===== src/rtl/pulse_stretcher_pkg.sv =====
// Shared types and helpers for the pulse stretcher: FSM state encoding and
// the down-counter load-value helper.
package pulse_stretcher_pkg;

  typedef enum logic [1:0] {
    IDLE = 2'b00,
    HOLD = 2'b01,
    GAP  = 2'b10
  } state_e;

  // Load value for a down-counter that must run for 'cycles' cycles; caller truncates to CNT_W.
  function automatic logic [31:0] cnt_load(input logic [31:0] cycles);
    return cycles - 32'd1;
  endfunction

endpackage


===== src/rtl/pulse_stretcher_if.sv =====
// Trigger/level bundle between a pulse stretcher and its driver/observer.
interface pulse_stretcher_if #(
  parameter int DROP_W = 8
) ();

  logic              signal_in;
  logic              clear_drops;
  logic              signal_out;
  logic              busy;
  logic              dropped;
  logic [DROP_W-1:0] drop_count;

  modport master (
    output signal_in,
    output clear_drops,
    input  signal_out,
    input  busy,
    input  dropped,
    input  drop_count
  );

  modport slave (
    input  signal_in,
    input  clear_drops,
    output signal_out,
    output busy,
    output dropped,
    output drop_count
  );

endinterface


===== src/rtl/pulse_stretcher_sat_counter.sv =====
// Generic saturating status counter: increments on inc, sticks at all-ones,
// clear has priority over increment.
module sat_counter #(
  parameter int W = 8
) (
  input  logic         clk,
  input  logic         rst,
  input  logic         inc,
  input  logic         clr,
  output logic [W-1:0] count
);

  localparam logic [W-1:0] CNT_MAX = {W{1'b1}};
  localparam logic [W-1:0] CNT_ONE = W'(1);

  logic [W-1:0] count_r;

  // Count register with clear-over-increment priority and saturation.
  always_ff @(posedge clk) begin
    if (rst) begin
      count_r <= '0;
    end else if (clr) begin
      count_r <= '0;
    end else if (inc && (count_r != CNT_MAX)) begin
      count_r <= count_r + CNT_ONE;
    end else begin
      count_r <= count_r;
    end
  end

  assign count = count_r;

endmodule


===== src/rtl/pulse_stretcher.sv =====
// Stretches single-cycle triggers into a fixed-length high level, with an
// optional forced-low guard gap and retrigger-or-drop handling while busy.
module pulse_stretcher
  import pulse_stretcher_pkg::*;
#(
  parameter int CNT_W       = 24,
  parameter int HOLD_CYCLES = 5000000,
  parameter int GAP_CYCLES  = 0,
  parameter int RETRIGGER   = 0,
  parameter int DROP_W      = 8
) (
  input  logic         clk,
  input  logic         rst,
  pulse_stretcher_if.slave bus
);

  localparam logic [CNT_W-1:0] HOLD_LOAD = CNT_W'(cnt_load(32'(HOLD_CYCLES)));
  localparam logic [CNT_W-1:0] GAP_LOAD  = CNT_W'(cnt_load(32'(GAP_CYCLES)));
  localparam logic [CNT_W-1:0] CNT_ZERO  = '0;
  localparam logic [CNT_W-1:0] CNT_ONE   = CNT_W'(1);
  localparam bit               HAS_GAP   = (GAP_CYCLES > 0);
  localparam bit               RETRIG_EN = (RETRIGGER != 0);

  state_e             state_r;
  state_e             state_next_s;
  logic [CNT_W-1:0]   cnt_r;
  logic [CNT_W-1:0]   cnt_next_s;

  logic               signal_out_s;
  logic               busy_s;
  logic               drop_s;
  logic               signal_out_r;
  logic               busy_r;
  logic               dropped_r;
  logic [DROP_W-1:0]  drop_count_s;

  // State and hold/gap counter registers.
  always_ff @(posedge clk) begin
    if (rst) begin
      state_r <= IDLE;
      cnt_r   <= CNT_ZERO;
    end else begin
      state_r <= state_next_s;
      cnt_r   <= cnt_next_s;
    end
  end

  // Next-state and counter update; the unused 2'b11 encoding falls back to IDLE.
  always_comb begin
    state_next_s = state_r;
    cnt_next_s   = cnt_r;
    case (state_r)
      IDLE: begin
        if (bus.signal_in) begin
          state_next_s = HOLD;
          cnt_next_s   = HOLD_LOAD;
        end else begin
          state_next_s = IDLE;
        end
      end
      HOLD: begin
        if (RETRIG_EN && bus.signal_in) begin
          cnt_next_s = HOLD_LOAD;
        end else if (cnt_r != CNT_ZERO) begin
          cnt_next_s = cnt_r - CNT_ONE;
        end else if (HAS_GAP) begin
          state_next_s = GAP;
          cnt_next_s   = GAP_LOAD;
        end else begin
          state_next_s = IDLE;
        end
      end
      GAP: begin
        if (cnt_r != CNT_ZERO) begin
          cnt_next_s = cnt_r - CNT_ONE;
        end else begin
          state_next_s = IDLE;
        end
      end
      default: begin
        state_next_s = IDLE;
        cnt_next_s   = CNT_ZERO;
      end
    endcase
  end

  // Output decode: levels follow the next state so they appear registered with it;
  // a drop is any trigger seen while busy that does not retrigger the hold.
  always_comb begin
    signal_out_s = (state_next_s == HOLD);
    busy_s       = (state_next_s != IDLE);
    drop_s       = 1'b0;
    case (state_r)
      HOLD:    drop_s = bus.signal_in & ~RETRIG_EN;
      GAP:     drop_s = bus.signal_in;
      default: drop_s = 1'b0;
    endcase
  end

  // Output registers.
  always_ff @(posedge clk) begin
    if (rst) begin
      signal_out_r <= 1'b0;
      busy_r       <= 1'b0;
      dropped_r    <= 1'b0;
    end else begin
      signal_out_r <= signal_out_s;
      busy_r       <= busy_s;
      dropped_r    <= drop_s;
    end
  end

  sat_counter #(
    .W (DROP_W)
  ) u_drop_cnt (
    .clk   (clk),
    .rst   (rst),
    .inc   (drop_s),
    .clr   (bus.clear_drops),
    .count (drop_count_s)
  );

  assign bus.signal_out = signal_out_r;
  assign bus.busy       = busy_r;
  assign bus.dropped    = dropped_r;
  assign bus.drop_count = drop_count_s;

endmodule


===== src/flat_wrapper.sv =====
// flat-port wrapper written by rule: the top's interface ports become plain ports
module pulse_stretcher_flat import pulse_stretcher_pkg::*;
#(
  parameter int CNT_W       = 24,
  parameter int HOLD_CYCLES = 5000000,
  parameter int GAP_CYCLES  = 0,
  parameter int RETRIGGER   = 0,
  parameter int DROP_W      = 8
)
  (clk, rst, bus_signal_in, bus_clear_drops, bus_signal_out, bus_busy, bus_dropped, bus_drop_count);
  pulse_stretcher_if #(.DROP_W(DROP_W)) bus_i ();
  input  logic clk;
  input  logic rst;
  input wire logic [$bits(bus_i.signal_in)-1:0] bus_signal_in;
  input wire logic [$bits(bus_i.clear_drops)-1:0] bus_clear_drops;
  output wire logic [$bits(bus_i.signal_out)-1:0] bus_signal_out;
  output wire logic [$bits(bus_i.busy)-1:0] bus_busy;
  output wire logic [$bits(bus_i.dropped)-1:0] bus_dropped;
  output wire logic [$bits(bus_i.drop_count)-1:0] bus_drop_count;
  assign bus_i.signal_in = bus_signal_in;
  assign bus_i.clear_drops = bus_clear_drops;
  assign bus_signal_out = bus_i.signal_out;
  assign bus_busy = bus_i.busy;
  assign bus_dropped = bus_i.dropped;
  assign bus_drop_count = bus_i.drop_count;
  pulse_stretcher #(.CNT_W(CNT_W), .HOLD_CYCLES(HOLD_CYCLES), .GAP_CYCLES(GAP_CYCLES), .RETRIGGER(RETRIGGER), .DROP_W(DROP_W)) u_core (.clk(clk), .rst(rst), .bus(bus_i));
endmodule

===== config.mk =====
export PLATFORM = sky130hd
export DESIGN_NAME = pulse_stretcher_flat
export DESIGN_NICKNAME = d
export VERILOG_FILES = /design/src/rtl/pulse_stretcher_pkg.sv /design/src/rtl/pulse_stretcher_if.sv /design/src/rtl/pulse_stretcher_sat_counter.sv /design/src/rtl/pulse_stretcher.sv /design/src/flat_wrapper.sv
export SDC_FILE = /design/constraint.sdc
export NUM_CORES = 1
export LEC_CHECK = 0
export ABC_AREA = 1
export BUFFER_PORTS_ARGS = -buffer_cell sky130_fd_sc_hd__buf_2
export CORE_MARGIN = 3
export CORE_UTILIZATION = 35
export CTS_BUF_LIST = sky130_fd_sc_hd__clkbuf_8
export CTS_CLUSTER_DIAMETER = 120
export DETAILED_ROUTE_END_ITERATION = 10
export PLACE_DENSITY_LB_ADDON = 0.12
export SLEW_MARGIN = 20
export SYNTH_ARGS = -nofsm -noshare
export SYNTH_HDL_FRONTEND = slang
export SYNTH_HIERARCHICAL = 1
export SYNTH_SLANG_ARGS = --single-unit

===== constraint.sdc =====
create_clock -name clk -period 4.28 [get_ports clk]
set_input_delay 0.214 -clock clk [delete_from_list [all_inputs] [get_ports clk]]
set_output_delay 0.214 -clock clk [all_outputs]
set_load 0.03 [all_outputs]

==> reports/results.tsv <==
stage	metric	value	unit
global_routing	grt_max_degree	20	
floorplanning	coreArea	6131	um^2
worst_setup_path	crit_start	u_core/state_r[0]$_SDFF_PP0_	
floorplanning	die_area	7583	um^2
route	drc	0	
synthesis	ys_top_cells_by_area	dfxtp_1 (32%), nand2_1 (15%), nor2_1 (8.2%), nand3_1 (7.4%), inv_1 (7.3%)	
sta	tightest_slew	0.8400	ns
clock_tree	ctsHoldBuffers	0	
flow_run	cap_violations	0	
floorplanning	die_height	87.08	um
floorplanning	fp-row-count	28	
worst_setup_path	arrival	2.63	ns
cells_and_area	diodes	0	
floorplanning	die_w	87.08	um
worst_setup_path	worstReg2RegStart	u_core/state_r[0]$_SDFF_PP0_	
route	viasPerCell	4.830	
sta	slew_headroom	0.4379	
clock_tree	cts_tree	yes	
cells_and_area	layout.nets	384	
clock_tree	clock_latency	0.29	ns
cells_and_area	ff_latch_area	740.7	um^2
min_path	holdCritPathClass	input port to flip-flop	
route	vias	2183	
sta	finalMaxSlewViolations	0	
global_routing	grt_pass1_vias	1956	
worst_setup_path	timing_worst_setup_path_type	flip-flop to flip-flop	
synthesis	syn_inst	364	
route	routedWlPerCell	12.12	um
worst_setup_path	cp.required	4.51	ns
route	drt_iter0_drc	117	
clock_tree	clk_path_buf_depth	2	
floorplanning	initial_core_util	0.3753	
power_and_ir_drop	ir_drop	0.1452	mV
global_routing	antenna_found_initial	0	
synthesis	synth.distinct_cells	30	
power_and_ir_drop	p_per_area	326.0	nW/um^2
synthesis	synth_top_cell_by_area	dfxtp_1	
sta	fmax	416.0	MHz
sta	finalSetupTns	0	ns
route	wirelength	5477	um
clock_tree	cts_resized	0	
cells_and_area	multiInputGateArea	1320	um^2
worst_setup_path	cp_top_family	simple AND/OR/NAND/NOR gates	
synthesis	seq_area_frac_synth	0.3219	
global_routing	grt_first_pass_wirelength	9349	um
floorplanning	pin_count	15	
place	numPortBuffers	14	
synthesis	syn-mean-instance-area	6.321	um^2
route	detail-route-antenna-nets	0	
worst_setup_path	max_stage_delay	0.67	ns
synthesis	synth_top_area_share	0.3219	
worst_setup_path	r2r_slack	1.88	ns
clock_tree	cts_sinks	37	
synthesis	syn-num-nets	372	
sta	setup_viol	0	
cells_and_area	fin_cells	452	
sta	hold_viol	0	
sta	post-route-min-period	2.404	ns
worst_setup_path	cp-start-kind	flip-flop	
worst_setup_path	path_max_fanout	12	
min_path	holdCritStartpoint	bus_signal_in	
synthesis	synth-seq-cells	37	
worst_setup_path	path_buf_inv	3	
power_and_ir_drop	p_leak	1.127	nW
synthesis	yosys_warnings	6	
cells_and_area	n_fill_cell	653	
clock_tree	htree_levels	2	
worst_setup_path	cp_cell_sequence	inv_1, ha_1, inv_1, nor2_1, inv_1, a21oi_1, o21ai_0, a21oi_1	
sta	finClkSkew	0.009342	ns
worst_setup_path	cp_slowest_cell	nor2_1	
cells_and_area	drive_above_1_share	0.1300	
worst_setup_path	crit_path_frequent_cell	inv_1	
cells_and_area	area_growth	9.135	%
clock_tree	cts_setup_buffers	0	
place	gp_routability_congestion	0.8580	
worst_setup_path	endpoint_kind	flip-flop	
global_routing	overflow	0	
outcome	status	finished clean	
synthesis	synthesis.area	2301	um^2
clock_tree	cts_made_buffers	5	
place	dpl.hpwl	3922	um
clock_tree	clockRootBuffer	clkbuf_8	
cells_and_area	finish.utilization	0.4096	
power_and_ir_drop	power	818.6	uW
place	place_inst	444	
clock_tree	clk_pin_slew	0.08	ns
sta	period_share	0.5616	
global_routing	grt_use_total	0.1549	
sta	rsz0062_at_grt	false	
route	dr.pass1.iters	4	
[cell families (layout without fill, tap and decap cells)]
logic type,after synthesis,count (layout),share of synthesized area
adders and majority gates,4,4,0.02175
DFF,37,37,0.3219
xor gates and xnor gates,2,2,0.007614
and+or+nand+nor,204,204,0.4143
buffers and inverters,59,72,0.1044
AOI/OAI and AO/OA,58,58,0.1300
[registers in the layout, summed over array words and instances, names as in the netlist]
name,count
u_core/bus.busy,1
u_core/bus.dropped,1
u_core/bus.signal_out,1
u_core/cnt_r,24
u_core/state_r,2
u_core/u_drop_cnt/count,8
[per-layer routing]
metal	routed length, um	up-vias	global-route usage
met5	0	-	0
li1	-	1178	-
met2	2453	29	0.2388
met4	62	0	0.05099
met1	2821	971	0.2151
met3	139	5	0.03122
[synthesized netlist by cell type]
cell,n
o21ai_0,20
a21o_1,1
dfxtp_1,37
buf_2,1
nor2_4,4
a22oi_1,1
nor2_8,1
nand2_2,5
nand3_4,2
or2_0,1
inv_4,1
nand3_1,34
nand4_1,5
nand2_4,1
buf_6,2
o21ai_1,2
xor2_1,1
nor2_2,7
inv_2,4
clkbuf_1,5
xnor2_1,1
buf_1,1
nand2_1,92
nand4_4,1
nor3_1,1
inv_1,45
ha_1,4
a21oi_1,33
nor2_1,50
a21oi_2,1
[worst min-delay path, stage by stage]
cell,delay [ns]
buf_2,0.09
nand2_1,0.06
nor2_1,0.07
[final timing paths]
check,to,cells past startpoint
max reg2reg,u_core/cnt_r[6]$_SDFFE_PP0P_,8
max,u_core/cnt_r[6]$_SDFFE_PP0P_,8
min,u_core/bus.dropped$_SDFF_PP0_,3
min reg2reg,u_core/cnt_r[6]$_SDFFE_PP0P_,2
[per-stage QoR]
stage | hold slack (ns) | cell area [um^2] | setup WS [ns]
after floorplan | 0.3585 | 2301 | 2.502
after global placement | 0.4767 | 2415 | 1.956
after detailed placement | 0.4819 | 2415 | 1.881
after CTS | 0.1722 | 2511 | 1.863
after global routing | 0.1881 | 2511 | 1.587
final | 0.1788 | 2511 | 1.876
[placed cells by master (no fill, tap or decap), drive strengths merged]
master,n
a21o,1
a21oi,34
a22oi,1
buf,14
clkbuf,6
clkinv,2
dfxtp,37
ha,4
inv,50
nand2,98
nand3,36
nand4,6
nor2,62
nor3,1
o21ai,22
or2,1
xnor2,1
xor2,1
[report_power, final]
part           internal, mW  switching (mW)  leakage [nW]  total [mW]
registers             0.361          0.0190         0.303       0.380
logic                0.0551           0.121         0.772       0.176
clock network         0.131           0.131        0.0512       0.262
total                 0.547           0.272          1.13       0.819
[area by class of cell]
type	count	area share
Timing Repair Buffer	14	0.02790
Clock buffer	6	0.03288
Tap cell	75	0.03737
Clock inverter	2	0.005481
Inverter	50	0.07573
Multi-Input combinational cell	268	0.5257
Sequential cell	37	0.2950
No activity file was read; power rests on OpenSTA's default activity.
